$ cat src/rtl/seq_mult_pkg.sv
// seq_mult_pkg: shared FSM state encoding and the width helper used by the
// sequential shift-add multiplier.
package seq_mult_pkg;

    typedef enum logic [1:0] {
        ST_IDLE = 2'd0,
        ST_CALC = 2'd1,
        ST_DONE = 2'd2
    } state_t;

    // Ceil(log2(v)), never less than 1 so a counter always has at least one bit.
    function automatic int clog2(input int v);
        int r;
        r = 0;
        while ((1 << r) < v) r++;
        if (r == 0) r = 1;
        return r;
    endfunction

endpackage

$ cat src/rtl/seq_multiplier_if.sv
// seq_multiplier_if: request/response bundle of the sequential multiplier.
//   start, signed_mode, a, b : request, sampled by the block in IDLE
//   busy, done, product      : status and registered result
interface seq_multiplier_if #(parameter int WIDTH = 8);
    logic                 start;
    logic                 signed_mode;
    logic [WIDTH-1:0]     a;
    logic [WIDTH-1:0]     b;
    logic                 busy;
    logic                 done;
    logic [2*WIDTH-1:0]   product;

    modport master (output start, signed_mode, a, b,
                    input  busy, done, product);
    modport slave  (input  start, signed_mode, a, b,
                    output busy, done, product);
endinterface

$ cat src/rtl/seq_mult_ctrl.sv
// seq_mult_ctrl: IDLE -> CALC -> DONE control FSM of the shift-add multiplier.
//   start        : request, only honoured in IDLE
//   mb_zero_next : multiplier register becomes zero after this step
//   cnt_last     : this is the final possible step
//   ld_ops       : capture operands, clear accumulator and counter
//   step         : perform one shift-add step
//   ld_prod      : register the final (sign-corrected) product
//   busy, done   : status outputs
module seq_mult_ctrl
    import seq_mult_pkg::*;
(
    input  logic clk,
    input  logic rst,
    input  logic start,
    input  logic mb_zero_next,
    input  logic cnt_last,
    output logic ld_ops,
    output logic step,
    output logic ld_prod,
    output logic busy,
    output logic done
);

    state_t state, state_nxt;

    always_ff @(posedge clk) begin
        if (rst) state <= ST_IDLE;
        else     state <= state_nxt;
    end

    always_comb begin
        state_nxt = state;
        ld_ops    = 1'b0;
        step      = 1'b0;
        ld_prod   = 1'b0;
        busy      = (state != ST_IDLE);
        done      = 1'b0;
        case (state)
            ST_IDLE: begin
                if (start) begin
                    ld_ops    = 1'b1;
                    state_nxt = ST_CALC;
                end
            end
            ST_CALC: begin
                step = 1'b1;
                // Early exit as soon as no set multiplier bits remain.
                if (mb_zero_next || cnt_last) begin
                    ld_prod   = 1'b1;
                    state_nxt = ST_DONE;
                end
            end
            ST_DONE: begin
                done      = 1'b1;
                state_nxt = ST_IDLE;
            end
            default: state_nxt = ST_IDLE;
        endcase
    end

endmodule

$ cat src/rtl/seq_multiplier.sv
// seq_multiplier: sequential shift-add multiplier, unsigned or two's complement.
//   clk, rst : clock and synchronous active-high reset
//   bus      : slave side of seq_multiplier_if (start/signed_mode/a/b in,
//              busy/done/product out)
// Operates on magnitudes and negates the final sum when the operand signs
// differ; stops as soon as the remaining multiplier bits are all zero.
module seq_multiplier
    import seq_mult_pkg::*;
#(
    parameter int WIDTH     = 8,
    parameter int SIGNED_EN = 1
) (
    input  logic             clk,
    input  logic             rst,
    seq_multiplier_if.slave  bus
);

    localparam int   CW  = clog2(WIDTH);
    localparam logic SEN = (SIGNED_EN != 0);

    logic [2*WIDTH-1:0] ma, acc, acc_nxt, prod_nxt;
    logic [WIDTH-1:0]   mb, a_mag, b_mag;
    logic [CW-1:0]      cnt;
    logic               neg, sgn;
    logic               ld_ops, step, ld_prod, mb_zero_next, cnt_last;

    seq_mult_ctrl u_ctrl (
        .clk          (clk),
        .rst          (rst),
        .start        (bus.start),
        .mb_zero_next (mb_zero_next),
        .cnt_last     (cnt_last),
        .ld_ops       (ld_ops),
        .step         (step),
        .ld_prod      (ld_prod),
        .busy         (bus.busy),
        .done         (bus.done)
    );

    always_comb begin
        sgn = bus.signed_mode & SEN;
        // WIDTH-bit magnitude: the most-negative value maps to 2^(WIDTH-1),
        // which still fits as an unsigned number.
        a_mag = (sgn && bus.a[WIDTH-1]) ? (~bus.a + WIDTH'(1)) : bus.a;
        b_mag = (sgn && bus.b[WIDTH-1]) ? (~bus.b + WIDTH'(1)) : bus.b;
        acc_nxt      = mb[0] ? (acc + ma) : acc;
        prod_nxt     = neg ? (~acc_nxt + (2*WIDTH)'(1)) : acc_nxt;
        mb_zero_next = ((mb >> 1) == '0);
        cnt_last     = (cnt == CW'(WIDTH-1));
    end

    always_ff @(posedge clk) begin
        if (rst) begin
            ma          <= '0;
            mb          <= '0;
            acc         <= '0;
            cnt         <= '0;
            neg         <= 1'b0;
            bus.product <= '0;
        end else begin
            if (ld_ops) begin
                ma  <= {{WIDTH{1'b0}}, a_mag};
                mb  <= b_mag;
                acc <= '0;
                cnt <= '0;
                neg <= sgn & (bus.a[WIDTH-1] ^ bus.b[WIDTH-1]);
            end
            if (step) begin
                acc <= acc_nxt;
                ma  <= ma << 1;
                mb  <= mb >> 1;
                cnt <= cnt + CW'(1);
            end
            // Product picks up the final add of the last CALC step directly.
            if (ld_prod) bus.product <= prod_nxt;
        end
    end

endmodule

$ cat src/flat_wrapper.sv
// flat-port wrapper written by rule: the top's interface ports become plain ports
module seq_multiplier_flat import seq_mult_pkg::*;
#(
    parameter int WIDTH     = 8,
    parameter int SIGNED_EN = 1
)
  (clk, rst, bus_start, bus_signed_mode, bus_a, bus_b, bus_busy, bus_done, bus_product);
  seq_multiplier_if #(.WIDTH(WIDTH)) bus_i ();
  input  logic clk;
  input  logic rst;
  input wire logic [$bits(bus_i.start)-1:0] bus_start;
  input wire logic [$bits(bus_i.signed_mode)-1:0] bus_signed_mode;
  input wire logic [$bits(bus_i.a)-1:0] bus_a;
  input wire logic [$bits(bus_i.b)-1:0] bus_b;
  output wire logic [$bits(bus_i.busy)-1:0] bus_busy;
  output wire logic [$bits(bus_i.done)-1:0] bus_done;
  output wire logic [$bits(bus_i.product)-1:0] bus_product;
  assign bus_i.start = bus_start;
  assign bus_i.signed_mode = bus_signed_mode;
  assign bus_i.a = bus_a;
  assign bus_i.b = bus_b;
  assign bus_busy = bus_i.busy;
  assign bus_done = bus_i.done;
  assign bus_product = bus_i.product;
  seq_multiplier #(.WIDTH(WIDTH), .SIGNED_EN(SIGNED_EN)) u_core (.clk(clk), .rst(rst), .bus(bus_i));
endmodule
$ cat config.mk
export PLATFORM = sky130hd
export DESIGN_NAME = seq_multiplier_flat
export DESIGN_NICKNAME = d
export VERILOG_FILES = /design/src/rtl/seq_mult_pkg.sv /design/src/rtl/seq_multiplier_if.sv /design/src/rtl/seq_mult_ctrl.sv /design/src/rtl/seq_multiplier.sv /design/src/flat_wrapper.sv
export SDC_FILE = /design/constraint.sdc
export NUM_CORES = 1
export LEC_CHECK = 0
export ABC_AREA = 1
export BUFFER_PORTS_ARGS = -buffer_cell sky130_fd_sc_hd__buf_4
export CORE_ASPECT_RATIO = 1.2
export CORE_UTILIZATION = 64
export DETAILED_ROUTE_END_ITERATION = 8
export PLACE_DENSITY = 0.86
export SLEW_MARGIN = 20
export SYNTH_ARGS = -nofsm -noshare
export SYNTH_HDL_FRONTEND = slang
export SYNTH_HIERARCHICAL = 1
export SYNTH_SLANG_ARGS = --single-unit
$ cat constraint.sdc
create_clock -name clk -period 3.6 [get_ports clk]
set_input_delay 0.72 -clock clk [delete_from_list [all_inputs] [get_ports clk]]
set_output_delay 0.72 -clock clk [all_outputs]
set_load 0.02 [all_outputs]
==> flow_summary_export.csv <==
group,metric,value,unit
detailed_routing,drt_wl_total,10390,µm
clock_tree,post_cts_buffers,0,
placed_design,place_area,0.004601,mm²
pwr,total_leakage_power,2.424,nW
global_route,grt_start_max_net_pins,50,
clock_tree,clk_pin_slew,0.07,ns
critical_path,end_kind,"flop",
clock_tree,cts.repair.resized,0,
global_route,gr-total-overflow,0,
detailed_routing,drtAntennaViolNets,0,
placed_design,hpwl,7682,µm
pwr,p_per_area,395.2,mW/mm²
sta,tns,0,ns
finish,final_area,0.004790,mm²
run,cap_violations,0,
floorplanning,die_h,91.56,µm
status,status,"finished clean",
sta,fmax,0.3822,GHz
clock_tree,clock_sinks,62,
detailed_routing,first_iter_violations,428,
clock_tree,clockBufferDepth,2,
yosys,synthesis.nets,737,
floorplanning,die_area,0.007017,mm²
clock_tree,cts_buffers,9,
finish,layout-drive-gt1-share,11.93,%
clock_tree,cts_hold_buf,0,
yosys,ys_top_cells_by_count,"nand2_1, inv_1, dfxtp_1, nand3_1, a21oi_1",
sta,layout_min_cycle_time,2.617,ns
min_path,hp-class,"flop to flop",
critical_path,start_kind,"flop",
yosys,yosys.cell_count.top_type,"nand2_1",
yosys,yosysSeqAreaShare,29.01,%
clock_tree,clockRootBuffer,"clkbuf_8",
yosys,syn_inst,696,
placed_design,gp_congestion,0.9110,
floorplanning,rows,32,
placed_design,port-buffer-count,37,
global_route,grt.total_usage,32.20,%
floorplanning,pin_count,38,
sta,fin_worst_skew,0.01047,ns
detailed_routing,vias,4491,
yosys,yosys.area.top_type_share,29.01,%
detailed_routing,drc_errors,0,
yosys,ys_types,41,
global_route,first_global_vias,4210,
yosys,synth.avg_cell_area,6.146,µm²
finish,num_antenna_cells,0,
sta,slew_headroom,50.20,%
detailed_routing,firstDrtPassIters,5,
yosys,synth_edf_count,0,
clock_tree,clock_latency,0.35,ns
clock_tree,cts_tree,"yes",
sta,fin_crit_sh,72.68,%
yosys,yosys_warnings,6,
sta,worstMarginPinSlew,0.7462,ns
global_route,antenna_found_initial,0,
sta,finalSetupViolCount,0,
global_route,grt_pass1_wl,18290,µm
yosys,synth_ff_type,"dfxtp_1",
finish,nets,766,
pwr,ir_worst_vdd,0.3822,mV
yosys,synth_area,0.004278,mm²
floorplanning,fp.dieW,76.64,µm
yosys,synth-seq-cells,62,
yosys,synthTopCellsByArea,"dfxtp_1, nand2_1, inv_1",
detailed_routing,vias_per_cell,5.517,
critical_path,arrival,2.87,ns
sta,hold_viol_final,0,
detailed_routing,wire_per_inst,12.76,µm
yosys,synth_top_cell_by_area,"dfxtp_1",
critical_path,critical_path_required,3.85,ns
floorplanning,core-area,0.006446,mm²
critical_path,crit_fanout,4,
clock_tree,htreeDepth,3,
yosys,synthArstFlopShare,0,%
finish,area_growth,11.96,%
critical_path,crit_type,"flop to flop",
sta,slew_violations,0,
floorplanning,start_util,66.36,%
sta,rsz0062_at_grt,"no",
-- critical path, cell delays in order, from the launching register on --
cell     delay [ns]
dfxtp_1        0.36
ha_1           0.23
fa_1           0.45
o21ai_2        0.21
ha_1           0.18
inv_1          0.05
nor2_1         0.10
nand3_1        0.10
nor2_1         0.11
nand2_1        0.10
nor2_4         0.13
nand2_1        0.07
nand2_1        0.12
nand2_1        0.07
nand2_1        0.07
nand3_1        0.07
nand2_1        0.07
inv_1          0.03
-- path summary, 6_finish.rpt --
check	from	end	slack, ns	depth (start not counted)
max	u_core/acc[0]	u_core/bus.product[14]	0.98	17
min	u_core/cnt[1]	u_core/cnt[1]	0.47	2
max reg2reg	u_core/acc[0]	u_core/bus.product[14]	0.98	17
min reg2reg	u_core/cnt[1]	u_core/cnt[1]	0.47	2
-- cell type report --
class	instances	area (µm²)
multi-input cells	513	2574
fillers	559	1657
flip-flops and latches	62	1241
inverters	97	364.1
repair buffers	42	315.3
clock buffers	11	141.4
well taps	85	106.4
clock inverters	4	47.55
-- placed cells by master, fill, tap and decap left out, types with 4 or more instances in the layout --
cell type	netlist	routed
clkbuf_8	0	10
buf_4	1	42
nand4_1	6	6
inv_1	93	93
a21oi_1	52	52
a31oi_1	12	12
dfxtp_1	62	62
o211ai_1	5	5
xor2_1	5	5
or2_2	6	6
inv_2	4	4
nand2_2	4	4
nand3_1	59	59
o221ai_1	4	4
ha_1	20	20
nor2_1	49	47
o21ai_0	15	15
nor2_4	5	5
o21ai_1	4	4
nor3_1	6	6
nand2_1	235	235
-- sequential cells by signal, summed over array words and instances, names as in the netlist --
| name | cells |
|---|---|
| u_core/mb | 8 |
| u_core/cnt | 3 |
| u_core/bus.product | 16 |
| u_core/u_ctrl/state | 2 |
| u_core/ma | 16 |
| u_core/neg | 1 |
| u_core/acc | 16 |
-- metal layers --
layer	track usage (%)	part of all wire (%)	wire length [µm]
met5	0	0	0
met3	5.427	5.4	563
met1	41.81	47	4911
met4	9.936	1.3	136
met2	54.20	46	4775
-- report_power, final --
part,internal (mW),switching (mW),leakage [nW]
clock,0.332,0.274,0.0952
sequential,0.737,0.0423,0.504
combinational,0.183,0.325,1.82
-- cells by family after synthesis --
| logic type | after synthesis | share of synthesized area [%] |
|---|---|---|
| buffers and inverters | 121 | 10.94 |
| AOI/OAI and AO/OA | 101 | 13.48 |
| xor gates and xnor gates | 5 | 1.024 |
| and+or+nand+nor | 386 | 39.22 |
| DFF | 62 | 29.01 |
| adders and majority gates | 21 | 6.318 |
-- per-stage QoR --
step | setup slack [ns] | power [mW] | utilization (%) | std cells | hold slack, ns
after floorplan | 1.263 | 1.151 | - | 696 | 0.4447
after global placement | 1.129 | 1.276 | 71.37 | 799 | 0.4549
after global routing | 0.7390 | 1.994 | 74.30 | 814 | 0.4991
after detailed placement | 1.017 | 1.292 | 71.37 | 799 | 0.4626
final | 0.9834 | 1.893 | 74.30 | 814 | 0.4676
after CTS | 1.001 | 1.894 | 74.30 | 814 | 0.4724
Note: power is estimated with default switching activity, not from simulation.
